`config.mk`:
```
export PLATFORM = sky130hd
export DESIGN_NAME = gl_bram_arbiter_flat
export DESIGN_NICKNAME = d
export VERILOG_FILES = /design/src/rtl/gl_bram_arbiter_pkg.sv /design/src/rtl/gl_bram_arbiter_if.sv /design/src/rtl/gl_bram_arbiter_rr_pick.sv /design/src/rtl/gl_bram_arbiter.sv /design/src/flat_wrapper.sv
export SDC_FILE = /design/constraint.sdc
export NUM_CORES = 1
export LEC_CHECK = 0
export CAP_MARGIN = 30
export CORE_UTILIZATION = 25
export CTS_CLUSTER_SIZE = 25
export DETAILED_ROUTE_END_ITERATION = 7
export GPL_ROUTABILITY_DRIVEN = 1
export HOLD_SLACK_MARGIN = 0.06
export PLACE_DENSITY = 0.51
export SLEW_MARGIN = 30
export SYNTH_ARGS = -nofsm -noshare
export SYNTH_HDL_FRONTEND = slang
export SYNTH_HIERARCHICAL = 1
export SYNTH_SLANG_ARGS = --single-unit
```
`constraint.sdc`:
```
create_clock -name clk -period 10.1 [get_ports clk]
set_clock_uncertainty 0.2 [all_clocks]
set_input_delay 1.01 -clock clk [delete_from_list [all_inputs] [get_ports clk]]
set_output_delay 1.01 -clock clk [all_outputs]
set_load 0.02 [all_outputs]
```
`src/rtl/gl_bram_arbiter_pkg.sv`:
```
// Shared constants and types for the BRAM read arbiter.
package gl_bram_arbiter_pkg;

  localparam int NREQ_DEF      = 3;
  localparam int ADDR_STEP_DEF = 4;
  localparam int NLANES        = 4;

  // Requester slots
  localparam int REQ_DECODE = 0;
  localparam int REQ_MATRIX = 1;
  localparam int REQ_PDIV   = 2;

  typedef enum logic [0:0] {
    ST_IDLE  = 1'b0,
    ST_BURST = 1'b1
  } state_e;

endpackage

```
`src/rtl/gl_bram_arbiter_if.sv`:
```
// Requester-side and BRAM-side bus of the arbiter.
interface gl_bram_arbiter_if
  import gl_bram_arbiter_pkg::*;
#(
  parameter int NREQ = NREQ_DEF
);

  logic [NREQ-1:0]              req;
  logic [NREQ-1:0][31:0]        req_addr;
  logic [NREQ-1:0][1:0]         req_len;
  logic [NREQ-1:0]              gnt;
  logic [31:0]                  bram_addr_out;
  logic [NLANES-1:0][31:0]      bram_read_in;
  logic [NLANES-1:0][31:0]      rd_data;
  logic [NREQ-1:0]              rd_valid;
  logic                         busy;

  // Arbiter side
  modport slave (
    input  req, req_addr, req_len, bram_read_in,
    output gnt, bram_addr_out, rd_data, rd_valid, busy
  );

  // Requesters + BRAM side
  modport master (
    output req, req_addr, req_len, bram_read_in,
    input  gnt, bram_addr_out, rd_data, rd_valid, busy
  );

endinterface

```
`src/rtl/gl_bram_arbiter_rr_pick.sv`:
```
// Combinational round-robin pick: first active request after last_winner.
module gl_rr_pick #(
  parameter int NREQ = 3,
  parameter int IW   = (NREQ > 1) ? $clog2(NREQ) : 1
) (
  input  logic [NREQ-1:0] req,
  input  logic [IW-1:0]   last_winner,
  output logic [NREQ-1:0] winner
);

  logic          found;
  logic [IW-1:0] idx;

  // Scan slots last_winner+1 .. last_winner+NREQ (mod NREQ), keep the first hit
  always_comb begin
    winner = '0;
    found  = 1'b0;
    idx    = '0;
    for (int i = 1; i <= NREQ; i++) begin
      idx = IW'((int'(last_winner) + i) % NREQ);
      if (!found && req[idx]) begin
        winner[idx] = 1'b1;
        found       = 1'b1;
      end
    end
  end

endmodule

```
`src/rtl/gl_bram_arbiter.sv`:
```
// Round-robin burst arbiter in front of a 4-lane BRAM read port.
// Address issue is a two-state FSM; returned data is tagged through a
// two-deep pipeline so beats still land on the issuing requester after
// a new burst has started.
module gl_bram_arbiter
  import gl_bram_arbiter_pkg::*;
#(
  parameter int NREQ      = NREQ_DEF,
  parameter int ADDR_STEP = ADDR_STEP_DEF
) (
  input  logic              clk,
  input  logic              rst_n,
  gl_bram_arbiter_if.slave  bus
);

  localparam int IW = (NREQ > 1) ? $clog2(NREQ) : 1;

  state_e                  state_q, state_d;
  logic [NREQ-1:0]         gnt_q, gnt_d;
  logic [31:0]             addr_q, addr_d;
  logic [1:0]              cnt_q, cnt_d;
  logic [IW-1:0]           lw_q, lw_d;
  // [0]: tag of beat whose BRAM data is on the lanes now; [1]: rd_valid
  logic [1:0][NREQ-1:0]    tag_pipe_q, tag_pipe_d;
  logic [NLANES-1:0][31:0] rd_q, rd_d;

  logic [NREQ-1:0]         pick_oh;
  logic [IW-1:0]           pick_idx;

  gl_rr_pick #(.NREQ(NREQ), .IW(IW)) u_pick (
    .req         (bus.req),
    .last_winner (lw_q),
    .winner      (pick_oh)
  );

  // One-hot winner to index for the address/length mux
  always_comb begin
    pick_idx = '0;
    for (int i = 0; i < NREQ; i++)
      if (pick_oh[i]) pick_idx = IW'(i);
  end

  // Arbitration and address-issue state machine
  always_comb begin
    state_d = state_q;
    gnt_d   = gnt_q;
    addr_d  = addr_q;
    cnt_d   = cnt_q;
    lw_d    = lw_q;
    case (state_q)
      ST_IDLE: begin
        gnt_d = '0;
        if (|bus.req) begin
          state_d = ST_BURST;
          gnt_d   = pick_oh;
          addr_d  = bus.req_addr[pick_idx];
          cnt_d   = bus.req_len[pick_idx];
          lw_d    = pick_idx;
        end
      end
      ST_BURST: begin
        if (cnt_q == '0) begin
          state_d = ST_IDLE;
          gnt_d   = '0;
        end else begin
          addr_d = addr_q + 32'(ADDR_STEP);
          cnt_d  = cnt_q - 2'd1;
        end
      end
      default: begin
        state_d = ST_IDLE;
        gnt_d   = '0;
      end
    endcase
  end

  // Return path: tag follows the address by two cycles; data held when idle
  always_comb begin
    tag_pipe_d[0] = (state_q == ST_BURST) ? gnt_q : '0;
    tag_pipe_d[1] = tag_pipe_q[0];
    rd_d          = (|tag_pipe_q[0]) ? bus.bram_read_in : rd_q;
  end

  // All state; reset discards any beats still in flight
  always_ff @(posedge clk or negedge rst_n) begin
    if (!rst_n) begin
      state_q    <= ST_IDLE;
      gnt_q      <= '0;
      addr_q     <= '0;
      cnt_q      <= '0;
      lw_q       <= IW'(NREQ - 1);
      tag_pipe_q <= '0;
      rd_q       <= '0;
    end else begin
      state_q    <= state_d;
      gnt_q      <= gnt_d;
      addr_q     <= addr_d;
      cnt_q      <= cnt_d;
      lw_q       <= lw_d;
      tag_pipe_q <= tag_pipe_d;
      rd_q       <= rd_d;
    end
  end

  assign bus.gnt           = gnt_q;
  assign bus.bram_addr_out = addr_q;
  assign bus.rd_data       = rd_q;
  assign bus.rd_valid      = tag_pipe_q[1];
  assign bus.busy          = (state_q == ST_BURST) | (|tag_pipe_q[0]);

endmodule
```
`src/flat_wrapper.sv`:
```
// flat-port wrapper written by rule: the top's interface ports become plain ports
module gl_bram_arbiter_flat import gl_bram_arbiter_pkg::*;
#(
  parameter int NREQ      = NREQ_DEF,
  parameter int ADDR_STEP = ADDR_STEP_DEF
)
  (clk, rst_n, bus_req, bus_req_addr, bus_req_len, bus_bram_read_in, bus_gnt, bus_bram_addr_out, bus_rd_data, bus_rd_valid, bus_busy);
  gl_bram_arbiter_if #(.NREQ(NREQ)) bus_i ();
  input  logic clk;
  input  logic rst_n;
  input wire logic [$bits(bus_i.req)-1:0] bus_req;
  input wire logic [$bits(bus_i.req_addr)-1:0] bus_req_addr;
  input wire logic [$bits(bus_i.req_len)-1:0] bus_req_len;
  input wire logic [$bits(bus_i.bram_read_in)-1:0] bus_bram_read_in;
  output wire logic [$bits(bus_i.gnt)-1:0] bus_gnt;
  output wire logic [$bits(bus_i.bram_addr_out)-1:0] bus_bram_addr_out;
  output wire logic [$bits(bus_i.rd_data)-1:0] bus_rd_data;
  output wire logic [$bits(bus_i.rd_valid)-1:0] bus_rd_valid;
  output wire logic [$bits(bus_i.busy)-1:0] bus_busy;
  assign bus_i.req = bus_req;
  assign bus_i.req_addr = bus_req_addr;
  assign bus_i.req_len = bus_req_len;
  assign bus_i.bram_read_in = bus_bram_read_in;
  assign bus_gnt = bus_i.gnt;
  assign bus_bram_addr_out = bus_i.bram_addr_out;
  assign bus_rd_data = bus_i.rd_data;
  assign bus_rd_valid = bus_i.rd_valid;
  assign bus_busy = bus_i.busy;
  gl_bram_arbiter #(.NREQ(NREQ), .ADDR_STEP(ADDR_STEP)) u_core (.clk(clk), .rst_n(rst_n), .bus(bus_i));
endmodule
```
## Yosys cells after proc, flatten, opt, wreduce, memory -nomap -nowiden

Index checks and enable logic that the tools add are counted.
W data, S select, Z words.

- Order comparisons: 7
- Div/mod/pow operators: 3
- Bitwise operators: 4
- Add/subtract/negate cells: 5
- Multiplexer cells: 36
- Reduce and logical (&&, ||, !) cells: 12
- Eq/ne operators: 3

Operators by type and width:

| cell | number |
|---|---|
| $mod A32 B3 Y32 const B | 3 |
| $mux W32 | 3 |
| $bmux W32 S2 | 1 |
| $pmux W32 S2 | 1 |
| $add A32 B3 Y32 const B | 1 |
| $mux W3 | 6 |
| $lt A2 B3 Y1 const B | 4 |
| $mux W1 | 11 |
| $mux W2 | 4 |
| $add A2 B2 Y3 const B | 2 |
| $bmux W1 S2 | 3 |
| $demux W1 S2 | 3 |
| $ge A2 B1 Y1 const B | 3 |
| $or A3 B3 Y3 | 2 |
| $pmux W3 S2 | 1 |
| $reduce_or A3 Y1 | 2 |
| $logic_and A1 B1 Y1 | 5 |
| $bmux W2 S2 | 1 |
| $ne A2 B2 Y1 const B | 2 |
| $pmux W2 S2 | 1 |
| $reduce_and A2 Y1 | 2 |
| $add A2 B1 Y3 const B | 1 |
| $logic_not A1 Y1 | 2 |
| $logic_not A2 Y1 | 1 |
| 5 further kinds | 5 |

- Logic and storage cells: 81
- Register bits after elaboration: 174

## Logic depth before layout (Yosys ltp)

- Depth in word-level cells: 17
- Gate-level depth with buffers: 14
- Gate-level depth less buffers: 11

## Hierarchy

Netlist, hierarchy kept.

Modules (own cells, without submodules):

| module | cells an instance | area an instance (um2) | instances | sequential area each (um2) |
|---|---|---|---|---|
| gl_bram_arbiter | 648 | 7,915.1 | 1 | 4,355.4 |
| gl_rr_pick | 32 | 227.7 | 1 | 0.0 |

## Worst setup path after synthesis

Ideal clock, no wire load.

- Path type: in2reg
- Start point: input port bus_req[2]
- End point: register u_core.addr_q[24], in the netlist u_core/bus.bram_addr_out[24]
- Path buffers: 2
- Arrival time: 3.051 ns
- Stages: 10
- Slack: 6.714 ns
- Setup time: 0.135 ns
- Cells stage by stage: mux2i_1 o2bb2ai_2 a21oi_1 o21a_1 clkbuf_1 buf_1 mux2_2 mux2_2 a22oi_1 o211ai_1

- Longest elaborated chain between the ends: 15
- Elaborated cells between the ends (all ways): 26

Ends and longest elaborated chain:

| element | RTL line | text |
|---|---|---|
| from (decl) | flat_wrapper.sv:11 | `input wire logic [$bits(bus_i.req)-1:0] bus_req;` |
| $bmux W1 S2 | gl_bram_arbiter_rr_pick.sv:21 | `if (!found && req[idx]) begin` |
| $mux W1 (implied by the code) | gl_bram_arbiter_rr_pick.sv:21 |  |
| $mux W1 | gl_bram_arbiter_rr_pick.sv:21 |  |
| $logic_not A1 Y1 | gl_bram_arbiter_rr_pick.sv:21 |  |
| $logic_and A1 B1 Y1 | gl_bram_arbiter_rr_pick.sv:21 |  |
| $mux W1 | gl_bram_arbiter_rr_pick.sv:21 |  |
| $logic_not A1 Y1 | gl_bram_arbiter_rr_pick.sv:21 |  |
| $logic_and A1 B1 Y1 | gl_bram_arbiter_rr_pick.sv:21 |  |
| $mux W3 * | gl_bram_arbiter_rr_pick.sv:21 |  |
| via u_core.pick_oh[1] | gl_bram_arbiter.sv:27 | `logic [NREQ-1:0] pick_oh;` |
| $mux W1 * | gl_bram_arbiter.sv:40 | `if (pick_oh[i]) pick_idx = IW'(i);` |
| $mux W2 * | gl_bram_arbiter.sv:40 |  |
| $bmux W32 S2 * | gl_bram_arbiter.sv:56 | `addr_d = bus.req_addr[pick_idx];` |
| $mux W32 (implied by the code) * | gl_bram_arbiter.sv:56 |  |
| $mux W32 * | gl_bram_arbiter.sv:53 | `if (\|bus.req) begin` |
| $pmux W32 S2 * | gl_bram_arbiter.sv:50 | `case (state_q)` |
| to (signal assigned) | gl_bram_arbiter.sv:97 | `addr_q <= addr_d;` |
| to (decl) | gl_bram_arbiter.sv:20 | `logic [31:0] addr_q, addr_d;` |

Mark *: on every way through the listed nets, which the timed path passes. The rest lies on a longest branch. The select of a mux whose other input is x is not followed.
A chain may end at the register's enable or synchronous reset.

## Worst setup path after layout

- Start point: input port bus_req[1]
- End point: register u_core.addr_q[29], in the netlist u_core/bus.bram_addr_out[29]

- Longest elaborated chain between the ends: 15
- Elaborated cells between the ends (all ways): 26

Ends and longest elaborated chain:

| element | RTL line |
|---|---|
| $bmux W1 S2 | gl_bram_arbiter_rr_pick.sv:21 |
| $mux W1 (implied by the code) | gl_bram_arbiter_rr_pick.sv:21 |
| $mux W1 | gl_bram_arbiter_rr_pick.sv:21 |
| $logic_not A1 Y1 | gl_bram_arbiter_rr_pick.sv:21 |
| $logic_and A1 B1 Y1 | gl_bram_arbiter_rr_pick.sv:21 |
| $mux W1 | gl_bram_arbiter_rr_pick.sv:21 |
| $logic_not A1 Y1 | gl_bram_arbiter_rr_pick.sv:21 |
| $logic_and A1 B1 Y1 | gl_bram_arbiter_rr_pick.sv:21 |
| $mux W3 | gl_bram_arbiter_rr_pick.sv:21 |
| $mux W1 | gl_bram_arbiter.sv:40 |
| $mux W2 | gl_bram_arbiter.sv:40 |
| $bmux W32 S2 | gl_bram_arbiter.sv:56 |
| $mux W32 (implied by the code) | gl_bram_arbiter.sv:56 |
| $mux W32 | gl_bram_arbiter.sv:53 |
| $pmux W32 S2 | gl_bram_arbiter.sv:50 |

Parallel ways exist; a longest one is shown, timed or not. The select of a mux whose other input is x is not followed.

==> flow_summary.yaml <==
run_status:
  status: "complete, no violations"
timing:
  max_freq_ghz: 0.255
  fin_crit_sh_pct: 38.8
  hold_viol_final: 0
  setup_slack_ns: 6.18
  finalCriticalPeriod_ns: 3.92
  finalMaxSlewViolations: 0
  whs_ns: 0.200
  worstMarginPinSlew_ns: 0.908
  maxSlewHeadroom_pct: 39.5
  rsz0062_at_grt: "no"
  setup_viol: 0
  finalSetupTns_ns: 0
final_layout:
  drive_above_1_share_pct: 18.7
  finalInstanceArea_um2: 13200
  nets: 1305
  nFillCells: 3029
  multi_input_area_um2: 3590
  fin_util_pct: 41.4
  final_cells: 1513
  register_area_um2: 4360
  syn_to_final_growth_pct: 61.8
clock_network:
  cts_tree: "done"
  ctsHoldBuffers: 0
  cts_buffers: 17
  cts_setup_buffers: 0
  root_buffer: "clkbuf_16"
  path_clk_slew_ns: 0.07
  htree_num_levels: 4
  clock-sinks: 174
  post_cts_resized: 0
  clockBufferDepth: 2
  clkLatencyLatePin_ns: 0.42
min_path:
  hold_path_depth: 0
  min_from: "u_core/tag_pipe_d[5]"
  hold_path_class: "flop to flop"
  hold_end: "u_core/bus.rd_valid[2]"
global_route:
  grt_usage_pct: 16.8
  grt_max_degree: 107
  grt_pass1_vias: 6949
  grt-ovfl-total: 0
  grt_first_pass_wirelength_um: 42200
  antenna_found_initial: 3
worst_setup_path:
  worstPathCellList: "clkdlybuf4s50_1, nor4_1, a21o_1, inv_2, nand2_1, o311ai_1, o211ai_1"
  cp_max_fo: 31
  cp.depth: 7
  cpPeakStageDelay_ns: 0.69
  cpLargestDelayFamily: "simple AND/OR/NAND/NOR gates"
  path_buf_inv: 2
  r2r.worst_path.cells: 7
  start_kind: "primary input"
  cp.required_ns: 10.23
  r2r_start: "u_core/state_q"
  arrival_ns: 4.05
  reg2reg_to: "u_core/bus.bram_addr_out[29]"
  r2r_slack_ns: 6.58
  critical_path.slowest_cell: "a21o_1"
  critical_path_class: "primary input to flop"
  end_kind: "flop"
routing:
  vias: 6793
  drc: 0
  drt_iter0_markers: 291
  drtAntennaViolNets: 0
  wl_um: 28100
  firstDrtPassIters: 4
  vias_per_cell: 4.49
  wl_per_cell_um: 18.6
pwr:
  pwr-share-comb_pct: 56.4
  switching_share_pct: 40.2
  internal-power_mw: 2.63
  p_clk_share_pct: 14.3
  power.switching_mw: 1.77
  p_seq_share_pct: 29.3
  vdd_drop_max_mv: 0.160
  totalPowerFinal_mw: 4.40
  leakage_nw: 5.23
  p_per_area_nw_per_um2: 334
logic_synthesis:
  async_flop_share_pct: 100
  muxShareOfSynthArea_pct: 24.9
  synth_area_per_cell_um2: 12.0
  ys_ff_latch: 174
  synth_edf_count: 0
  synth_cell_types: 54
  synth_top_family_by_area: "multiplexers"
  syn_inst: 680
  ys_seq_area_share_pct: 53.5
  synth_nets: 921
  synth_xor_area_share_pct: 0.215
  yosysTopAreaCellShare_pct: 53.2
  yosysWarnings: 6
  synth_common_cells: "dfrtp_1, mux2_2, nand2_1, a21oi_1, clkbuf_1"
  synth_flop_cell: "dfrtp_1"
  yosysMostFrequentCell: "dfrtp_1"
  yosysTopAreaCell: "dfrtp_1"
  synthAdderAreaFrac_pct: 0.922
  synth_area_um2: 8140
  synth-simple-area-share_pct: 8.30
  synth_compound_area_share_pct: 9.53
  ys_top_cells_by_area: "dfrtp_1, mux2_2, mux2i_1, a21oi_1, nand2_1"
run:
  drv_cap: 0
die:
  die_h_um: 182
  core_area_um2: 31800
  rows: 65
  initial_core_util_pct: 25.6
  io_pins: 402
  die-area_um2: 33300
  die_w_um: 182
placement:
  gp_congestion: 0.787
  pre_cts_slack_ns: 5.70
  place_area_um2: 12600
  io_buffers: 401
  dp.cells: 1479
  dpl.hpwl_um: 21100
## placed cells by master, fill, tap and decap left out, drive strengths merged, types with 5 or more instances in the layout
cell type / n
ha: 6
clkdlybuf4s50: 400
clkbuf: 18
nand4: 10
a21oi: 44
o22ai: 13
o211ai: 6
clkinv: 6
and2: 5
buf: 9
nor2: 31
mux2: 154
dfrtp: 173
inv: 13
mux2i: 29
nand3: 16
a211oi: 6
o21ai: 24
nand2: 48
## layer usage
metal	GRT usage, %	vias to the layer above	wire length, um	part of all wire [%]
li1	-	3257	-	-
met1	19.5	3222	11400	40
met2	29.8	290	14400	51
met3	5.57	22	2120	7.6
met4	3.73	2	227	0.81
met5	0	-	13	0.046
## worst reg2reg max path, cell delays in order (launching register included)
cell and delay (ns):
dfrtp_2 0.38, buf_4 0.30, nor4_1 0.58, a21o_1 0.69
inv_2 0.48, nand2_1 0.49, o311ai_1 0.18, o211ai_1 0.13
## area by class of cell
cell class,count,share of cell area [%]
tap,435,4.13
timing repair buffer,409,31.1
multi-input combinational,452,27.2
clock buffer,18,3.26
clock inverter,13,0.873
antenna,2,0.0380
sequential,174,33.1
inverter,10,0.285
## state kept, by name (all words and copies together), names as in the netlist
| register | count |
|---|---|
| u_core/bus.rd_data | 128 |
| u_core/bus.bram_addr_out | 32 |
| u_core/bus.gnt | 3 |
| u_core/bus.rd_valid | 3 |
| u_core/tag_pipe_d | 3 |
| u_core/cnt_q | 2 |
| u_core/lw_q | 2 |
| u_core/state_q | 1 |
## power groups by stage
stage | registers (mW) | clock network [mW] | logic [mW]
after CTS | 1.29 | 0.656 | 2.51
after global placement | 1.29 | 0 | 2.50
after floorplan | 1.68 | 0 | 1.01
after global routing | 1.34 | 0.686 | 2.65
after detailed placement | 1.30 | 0 | 2.51
final | 1.29 | 0.631 | 2.48
## cells by family after synthesis
group	after synthesis
multiplexers	183
buffers and inverters	54
XOR/XNOR	2
flip-flops	174
AND/OR/NAND/NOR	137
AO/OA/AOI/OAI	124
adder cells (fa/ha/maj)	6
## worst max-delay path by stage
stage | endpoint | slack, ns | startpoint
3_5_place_dp | u_core/bus.bram_addr_out[29] | 5.70 | bus_req[1]
2_1_floorplan | u_core/bus.bram_addr_out[24] | 6.71 | bus_req[2]
6_report | u_core/bus.bram_addr_out[29] | 6.18 | bus_req[1]
4_1_cts | u_core/bus.bram_addr_out[29] | 6.14 | bus_req[1]
5_1_grt | u_core/bus.bram_addr_out[29] | 5.97 | bus_req[1]
3_3_place_gp | u_core/bus.bram_addr_out[25] | 5.78 | bus_req[1]
No activity file was read; power rests on OpenSTA's default activity.
